[src/rtl/circle_points_stream.sv]
// Midpoint-circle generator with 8-way symmetry. Streams points over a
// valid/ready handshake and can optionally drop duplicates within a group.
`default_nettype none

module circle_points_stream #(
  parameter int WIDTH = 32,
  parameter int DEDUP = 0
) (
  input  logic             _clock,
  input  logic             _reset_n,
  input  logic             _start,
  input  logic [WIDTH-1:0] s_x,
  input  logic [WIDTH-1:0] s_y,
  input  logic [WIDTH-1:0] radius,
  input  logic             _ready,
  output logic             _valid,
  output logic [WIDTH-1:0] _out0,
  output logic [WIDTH-1:0] _out1,
  output logic             _busy,
  output logic             _done
);

  localparam int DW = WIDTH + 4;

  localparam logic [1:0] S_IDLE = 2'd0;
  localparam logic [1:0] S_EMIT = 2'd1;
  localparam logic [1:0] S_STEP = 2'd2;
  localparam logic [1:0] S_DONE = 2'd3;

  logic [1:0]       state_q, state_d;
  logic [WIDTH-1:0] cx_q, cx_d, cy_q, cy_d;
  logic [WIDTH-1:0] x_q, x_d, y_q, y_d;
  logic [DW-1:0]    d_q, d_d;
  logic [2:0]       k_q, k_d;

  logic [WIDTH-1:0] px [8];
  logic [WIDTH-1:0] py [8];
  logic             dup;
  logic             adv;
  logic [DW-1:0]    xe, ye, re;

  assign xe = {{4{x_q[WIDTH-1]}}, x_q};
  assign ye = {{4{y_q[WIDTH-1]}}, y_q};
  assign re = {{4{radius[WIDTH-1]}}, radius};

  // The eight symmetric points of the current (x, y), in emission order.
  always_comb begin
    px[0] = cx_q + x_q;  py[0] = cy_q + y_q;
    px[1] = cx_q + x_q;  py[1] = cy_q - y_q;
    px[2] = cx_q - x_q;  py[2] = cy_q + y_q;
    px[3] = cx_q - x_q;  py[3] = cy_q - y_q;
    px[4] = cx_q + y_q;  py[4] = cy_q + x_q;
    px[5] = cx_q + y_q;  py[5] = cy_q - x_q;
    px[6] = cx_q - y_q;  py[6] = cy_q + x_q;
    px[7] = cx_q - y_q;  py[7] = cy_q - x_q;
  end

  always_comb begin
    dup = 1'b0;
    if (DEDUP != 0) begin
      for (int j = 0; j < 7; j++) begin
        if ((3'(j) < k_q) && (px[j] == px[k_q]) && (py[j] == py[k_q])) dup = 1'b1;
      end
    end
  end

  always_ff @(posedge _clock or negedge _reset_n) begin
    if (!_reset_n) begin
      state_q <= S_IDLE;
      cx_q    <= '0;
      cy_q    <= '0;
      x_q     <= '0;
      y_q     <= '0;
      d_q     <= '0;
      k_q     <= '0;
    end else begin
      state_q <= state_d;
      cx_q    <= cx_d;
      cy_q    <= cy_d;
      x_q     <= x_d;
      y_q     <= y_d;
      d_q     <= d_d;
      k_q     <= k_d;
    end
  end

  always_comb begin
    state_d = state_q;
    cx_d    = cx_q;
    cy_d    = cy_q;
    x_d     = x_q;
    y_d     = y_q;
    d_d     = d_q;
    k_d     = k_q;
    case (state_q)
      S_IDLE, S_DONE: begin
        if (_start) begin
          state_d = S_EMIT;
          cx_d    = s_x;
          cy_d    = s_y;
          x_d     = '0;
          y_d     = radius;
          d_d     = DW'(3) - (re << 1);
          k_d     = '0;
        end
      end
      S_EMIT: begin
        if (adv) begin
          if (k_q == 3'd7) state_d = ($signed(y_q) >= $signed(x_q)) ? S_STEP : S_DONE;
          else             k_d     = k_q + 3'd1;
        end
      end
      S_STEP: begin
        x_d = x_q + WIDTH'(1);
        // (x+1)-(y-1) folds to x-y+2 on the pre-step values.
        if ($signed(d_q) > 0) begin
          y_d = y_q - WIDTH'(1);
          d_d = d_q + ((xe - ye + DW'(2)) << 2) + DW'(10);
        end else begin
          d_d = d_q + ((xe + DW'(1)) << 2) + DW'(6);
        end
        k_d     = '0;
        state_d = S_EMIT;
      end
      default: state_d = S_IDLE;
    endcase
  end

  always_comb begin
    _valid = (state_q == S_EMIT) && !dup;
    adv    = (state_q == S_EMIT) && (dup || _ready);
    _out0  = (state_q == S_EMIT) ? px[k_q] : '0;
    _out1  = (state_q == S_EMIT) ? py[k_q] : '0;
    _busy  = (state_q == S_EMIT) || (state_q == S_STEP);
    _done  = (state_q == S_DONE);
  end

endmodule

`default_nettype wire

[config.mk]
export PLATFORM = sky130hd
export DESIGN_NAME = circle_points_stream
export DESIGN_NICKNAME = d
export VERILOG_FILES = /design/src/rtl/circle_points_stream.sv
export SDC_FILE = /design/constraint.sdc
export NUM_CORES = 1
export LEC_CHECK = 0
export ABC_AREA = 1
export CAP_MARGIN = 15
export CORE_MARGIN = 3
export CORE_UTILIZATION = 25
export DETAILED_ROUTE_END_ITERATION = 8
export PLACE_DENSITY = 0.36
export SLEW_MARGIN = 20
export SYNTH_ARGS = -nofsm -noshare
export SYNTH_HDL_FRONTEND = slang
export SYNTH_SLANG_ARGS = --single-unit
[constraint.sdc]
create_clock -name _clock -period 10.8 [get_ports _clock]
set_input_delay 3.24 -clock _clock [delete_from_list [all_inputs] [get_ports _clock]]
set_output_delay 3.24 -clock _clock [all_outputs]
set_load 0.02 [all_outputs]
==> flow_summary_export.csv, run 1 <==
group,metric,value,unit
run_status,status,"finished, final reports clean",
layout,syn2layout_area_growth,12.1,%
layout,fillers,17100,
run,cap_violations,0,
setup_path,arrival,5470,ps
logic_synthesis,synth_area_leaders,"nand2_1, ha_1, dfrtp_1",
die,ioPinCount,167,
die,initial_utilization,25.3,%
setup_path,path_buf_inv,2,
logic_synthesis,synth_nets,7370,
logic_synthesis,synthCells,6776,
logic_synthesis,synth.distinct_cells,58,
setup_path,cp_slowest_cell,"dfrtp_1",
cts,cts-buffers-inserted,17,
sta,fin_skew,32.7,ps
logic_synthesis,yosysMostFrequentCell,"nand2_1",
cts,cts_resized,0,
detailed_routing,routedWlPerCell,27.4,µm
cts,clk_latency,580,ps
hold_path,hold_class,"reg2reg",
logic_synthesis,synth_edf_count,0,
cts,cts_setup_buffers,0,
setup_path,critPathMostFrequentCell,"nand2_1",
setup_path,startpoint_type,"flop",
layout,layout-drive-gt1-share,2.50,%
cts,cts_root_buf,"clkbuf_16",
cts,cts_buffer_depth,2,
layout,fin_util,28.4,%
sta,fmax,115,MHz
detailed_routing,drc_errors,0,
cts,cts-htree-levels,4,
placement,numPortBuffers,166,
logic_synthesis,yosys_warnings,0,
grt,grt-ovfl-total,0,
setup_path,path_delay_family,"buffers and inverters",
grt,grt_usage,30.7,%
logic_synthesis,synth_flop_cell,"dfrtp_1",
sta,final_max_slew_viol_count,0,
logic_synthesis,async_reset_ff_share,100,%
setup_path,worstPathCellList,"inv_1 > ha_1 > nand2_1 > o21ai_1 > nand2_1 > nand2_1 > o21ai_0 > nor2_1 > nor2_1 > a211oi_1 > clkdlybuf4s50_1",
sta,fin_crit,8710,ps
sta,timing.final.crit_share,80.6,%
die,dieArea,153000,µm²
die,core,146000,µm²
cts,holdBufCountCts,0,
die,die_h,391,µm
layout,fin_nets,7459,
sta,fin_setup_tns,0,ps
setup_path,crit_fanout,9,
cts,cts_tree,"built",
layout,seq_area,4230,µm²
setup_path,end_kind,"output port",
detailed_routing,drt_pass1_iterations,6,
logic_synthesis,yosys-top-cells-count,"nand2_1, inv_1, nor2_1",
sta,setup_violations,0,
sta,rsz0062_at_grt,"no",
setup_path,cpPeakStageDelay,910,ps
die,die_w,391,µm
grt,grt_pass1_wl,332,mm
placement,globalplace.congestion,0.996,
grt,grt_pass1_vias,44100,
detailed_routing,routed_wl,241,mm
detailed_routing,drt-initial-drc-count,4263,
placement,dp_hpwl,199,mm
logic_synthesis,synth_top_area_cell,"nand2_1",
grt,antenna_found_initial,14,
logic_synthesis,syn_area_per_cell,5.47,µm²
sta,relSlewSlack,18.7,%
logic_synthesis,syn_area,37100,µm²
setup_path,crit_type,"reg2out",
grt,grt_max_degree,97,
sta,tightestPinTransition,1220,ps
sta,finalHoldViolCount,0,
detailed_routing,postRouteAntennaNets,0,
detailed_routing,vias,45300,
logic_synthesis,ys_ff_latch,169,
cts,path_clk_slew,90,ps
die,rows,140,
cts,cts.sinks,169,
logic_synthesis,synth.top_cell.area_share,23.5,%
logic_synthesis,ys_seq_area_share,11.4,%
layout,multiInputGateArea,28200,µm²
setup_path,worst_ep_required_time,7560,ps
detailed_routing,via_per_inst,5.15,
[stage by stage]
stage               setup slack [ps]  instance area, µm²  hold slack (ps)  cells
floorplan                       5280               37100              422   6776
finish                          2090               41600              486   8798
global route                    1970               41600              508   8795
global placement                2770               41000              464   8763
detailed placement              2740               41000              469   8763
CTS                             2110               41600              493   8795
[routing by layer]
metal  routed length, µm  vias up  GRT usage [%]
met1              107000    21700           40.4
met4               12800        8           14.4
li1                    -    21800              -
met3               11500      309           2.65
met2              109000     1478           50.8
met5                  53        -              0
[flip-flops by register name, indices dropped and copies added (netlist names)]
| register | cells |
|---|---|
| y_q | 32 |
| d_q | 36 |
| cy_q | 32 |
| cx_q | 32 |
| state_q | 2 |
| x_q | 32 |
| k_q | 3 |
[worst reg2reg max path, delay by kind of cell, from the launching register on]
kind	cells	cell delay (ps)
AO/OA/AOI/OAI	1	90
XOR/XNOR	1	440
adder cells (fa/ha/maj)	5	1940
buffers and inverters	4	1060
flip-flops	1	910
AND/OR/NAND/NOR	19	2870
[cells by family (layout without fill, tap and decap cells)]
kind of cell	count (synthesis)	count (layout)	share of synthesized area, %
xor+xnor	112	112	2.64
flops	169	169	11.4
compound gates	1000	1000	14.5
fa+ha+maj	494	494	16.9
other cells	0	3	0
simple gates	3802	3802	42.1
buf+inv	1199	1301	12.5
[worst paths after layout]
kind,cells after the start,slack [ps],to,start
min reg2reg,2,490,d_q[0]$_DFFE_PN0P_,d_q[0]$_DFFE_PN0P_
max,11,2090,_out1[7],x_q[1]$_DFFE_PN0P_
min,2,490,d_q[0]$_DFFE_PN0P_,d_q[0]$_DFFE_PN0P_
min in group asynchronous,1,2690,cy_q[18]$_DFFE_PN0P_,_reset_n
max reg2reg,30,3380,d_q[35]$_DFFE_PN0P_,x_q[1]$_DFFE_PN0P_
max in group asynchronous,2,6900,cx_q[1]$_DFFE_PN0P_,_reset_n
[cells in the final DEF, fill, tap and decap left out, drive strengths merged, types with 2 or more instances in the layout]
master,netlist,routed
a211oi,3,3
a21boi,7,7
a21o,8,8
a21oi,474,474
a221oi,5,5
a22oi,5,5
a31oi,6,6
and2,15,15
and3,9,9
buf,81,70
clkbuf,85,18
clkdlybuf4s50,0,165
clkinv,2,6
clkinvlp,0,3
dfrtp,169,169
diode,0,3
fa,11,11
ha,483,483
inv,1031,1039
nand2,2326,2326
nand3,448,448
nand3b,16,16
nand4,99,99
nor2,730,730
nor3,117,117
nor3b,2,2
nor4,22,22
o211ai,5,5
o21a,5,5
o21ai,369,369
o21bai,74,74
o221ai,4,4
o22ai,32,32
or2,16,16
xnor2,12,12
xor2,100,100
[area by class of cell]
| class | count | area share [%] |
|---|---|---|
| tap | 1917 | 5.77 |
| clock buffer | 17 | 1.02 |
| clock inverter | 15 | 0.415 |
| antenna | 3 | 0.0181 |
| multi-input combinational | 5408 | 67.9 |
| inverter | 1033 | 9.33 |
| sequential | 169 | 10.2 |
| timing repair buffer | 236 | 5.33 |
Power of run 1 is left out: the tool's default activity adds up to more than one toggle a clock period on the data nets, which glitch-free logic cannot reach.
==> run 2: changes to the inputs <==
Settings changed: PLACE_DENSITY 0.36 to 0.37.
Clock period 10.8 ns to 7.3 ns, I/O delays scaled along.
==> run 2 against run 1 <==
  * Via count increased by 0.60%
  * Global-route usage decreased by 0.061 points
  * Non-clock buffer count is 63 higher
  * Sequential share of layout area shrank 0.12 points
  * Setup slack got worse by 2000 ps
  * Clock-buffer cell count is the same
  * First-iteration DRC count is 1.2% lower
  * Critical endpoint is now _out1[16]
  * Highest routed layer unchanged
==> flow_summary_export.csv, run 2 (synthesis results as in run 1) <==
group,metric,value,unit
run,cap_violations,0,
cts,cts.sinks,169,
layout,layout-drive-gt1-share,3.41,%
setup_path,critPathMostFrequentCell,"a21oi_1",
sta,final_max_slew_viol_count,0,
hold_path,hold_class,"reg2reg",
die,dieArea,153000,µm²
setup_path,arrival,4990,ps
sta,fin_skew,31.7,ps
die,core,146000,µm²
grt,antenna_found_initial,7,
grt,grt_max_degree,115,
sta,relSlewSlack,25.6,%
detailed_routing,postRouteAntennaNets,0,
setup_path,end_kind,"output port",
die,rows,140,
die,die_w,391,µm
detailed_routing,routed_wl,241,mm
detailed_routing,via_per_inst,5.14,
layout,syn2layout_area_growth,13.5,%
setup_path,worstPathCellList,"inv_1 > ha_1 > nor2_1 > a21oi_1 > nand3_1 > nand2_1 > nand3_1 > a21oi_1 > o21ai_1 > a21oi_1 > clkdlybuf4s50_1",
die,initial_utilization,25.3,%
die,die_h,391,µm
setup_path,cp_slowest_cell,"dfrtp_1",
die,ioPinCount,167,
cts,cts_buffer_depth,2,
setup_path,worst_ep_required_time,5110,ps
placement,numPortBuffers,166,
sta,tightestPinTransition,1110,ps
setup_path,reg2reg_depth,27,
cts,cts_root_buf,"clkbuf_16",
setup_path,r2r_slack,890,ps
detailed_routing,vias,45600,
detailed_routing,drt_pass1_iterations,6,
layout,final_cell_mix,"nand2_1, inv_1, nor2_1",
setup_path,endpoint,"_out1[16]",
sta,fmax,139,MHz
placement,globalplace.congestion,1.01,
sta,rsz0062_at_grt,"no",
layout,final_common_cell,"nand2_1",
setup_path,worstSetupStartpoint,"x_q[10]$_DFFE_PN0P_",
layout,top_register,"d_q",
grt,grt_usage,30.7,%
cts,clk_latency,570,ps
setup_path,r2r_end,"d_q[21]$_DFFE_PN0P_",
placement,dp_hpwl,201,mm
sta,fin_crit,7180,ps
sta,timing.final.crit_share,98.3,%
cts,cts-buffers-inserted,17,
grt,grt-ovfl-total,0,
layout,largest_reg_flops,36,
run_status,status,"finished, final reports clean",
cts,cts_tree,"built",
detailed_routing,drt-initial-drc-count,4211,
detailed_routing,routedWlPerCell,27.1,µm
setup_path,r2r_start,"x_q[1]$_DFFE_PN0P_",
grt,grt_pass1_vias,44600,
cts,path_clk_slew,110,ps
sta,hold_ws,460,ps
layout,fin_nets,7522,
setup_path,cpPeakStageDelay,770,ps
setup_path,crit_fanout,8,
sta,setup_violations,0,
sta,finalHoldViolCount,0,
setup_path,crit_type,"reg2out",
grt,grt_pass1_wl,333,mm
cts,cts-htree-levels,4,
detailed_routing,drc_errors,0,
sta,fin_setup_tns,0,ps
setup_path,startpoint_type,"flop",
[run 2: cell count changes in the layout (fill, tap and decap cells not counted), moves of 2 or more]
cell / before / now
clkinv_8: 3 / 6
inv_6: 0 / 2
buf_4: 68 / 131
inv_8: 6 / 1
o21ai_1: 37 / 39
inv_12: 1 / 4
diode_2: 3 / 7
o21ai_0: 331 / 329
dfrtp_1: 166 / 164
dfrtp_2: 3 / 5
[run 2: worst min path at each step]
stage                       startpoint                  to  slack [ps]  cells after the start
global route        d_q[0]$_DFFE_PN0P_  d_q[0]$_DFFE_PN0P_         530                      2
CTS                 d_q[0]$_DFFE_PN0P_  d_q[0]$_DFFE_PN0P_         460                      2
finish              d_q[0]$_DFFE_PN0P_  d_q[0]$_DFFE_PN0P_         460                      2
floorplan           d_q[0]$_DFFE_PN0P_  d_q[0]$_DFFE_PN0P_         420                      2
detailed placement  d_q[0]$_DFFE_PN0P_  d_q[0]$_DFFE_PN0P_         440                      2
global placement    d_q[0]$_DFFE_PN0P_  d_q[0]$_DFFE_PN0P_         440                      2
[run 2: what timing repair did]
item / 4_1_cts / 5_1_grt
hold buffers: 0 / 0
resized for setup: 1 / 3
setup buffers: 2 / 0
setup endpoints to repair: 4 / 3
[run 2: final cells by class]
cell class | count | area [µm²]
clock buffers | 17 | 425
multi-input cells | 5408 | 28200
repair buffers | 299 | 2690
fillers | 17100 | 104000
flip-flops and latches | 169 | 4240
diodes | 7 | 17.5
clock inverters | 15 | 208
well taps | 1917 | 2400
inverters | 1033 | 3880
[run 2: per-layer routing]
layer / vias up / wire length [µm] / GRT usage (%)
met5: - / 11 / 0.159
met4: 2 / 12400 / 13.7
met3: 345 / 11800 / 3.83
met2: 1567 / 111000 / 51.4
met1: 21800 / 105000 / 39.2
li1: 21900 / - / -
[run 2: worst max-delay path, delay by kind of cell, from the launching register on]
| kind | cells | cell delay, ps |
|---|---|---|
| buffers and inverters | 2 | 1200 |
| AND/OR/NAND/NOR | 4 | 530 |
| adder cells (fa/ha/maj) | 1 | 630 |
| AO/OA/AOI/OAI | 4 | 1290 |
| flip-flops | 1 | 770 |
[run 2: through the flow]
stage / utilization [%] / std cells / worst slack, ps / area [µm²]
global placement: 28.3 / 8824 / 497 / 41400
floorplan: - / 6776 / 2830 / 37100
CTS: 28.7 / 8858 / 42.8 / 42100
global route: 28.7 / 8858 / 19.4 / 42100
detailed placement: 28.3 / 8824 / 485 / 41400
finish: 28.7 / 8865 / 123 / 42100
Power of run 2 is left out for the same reason.
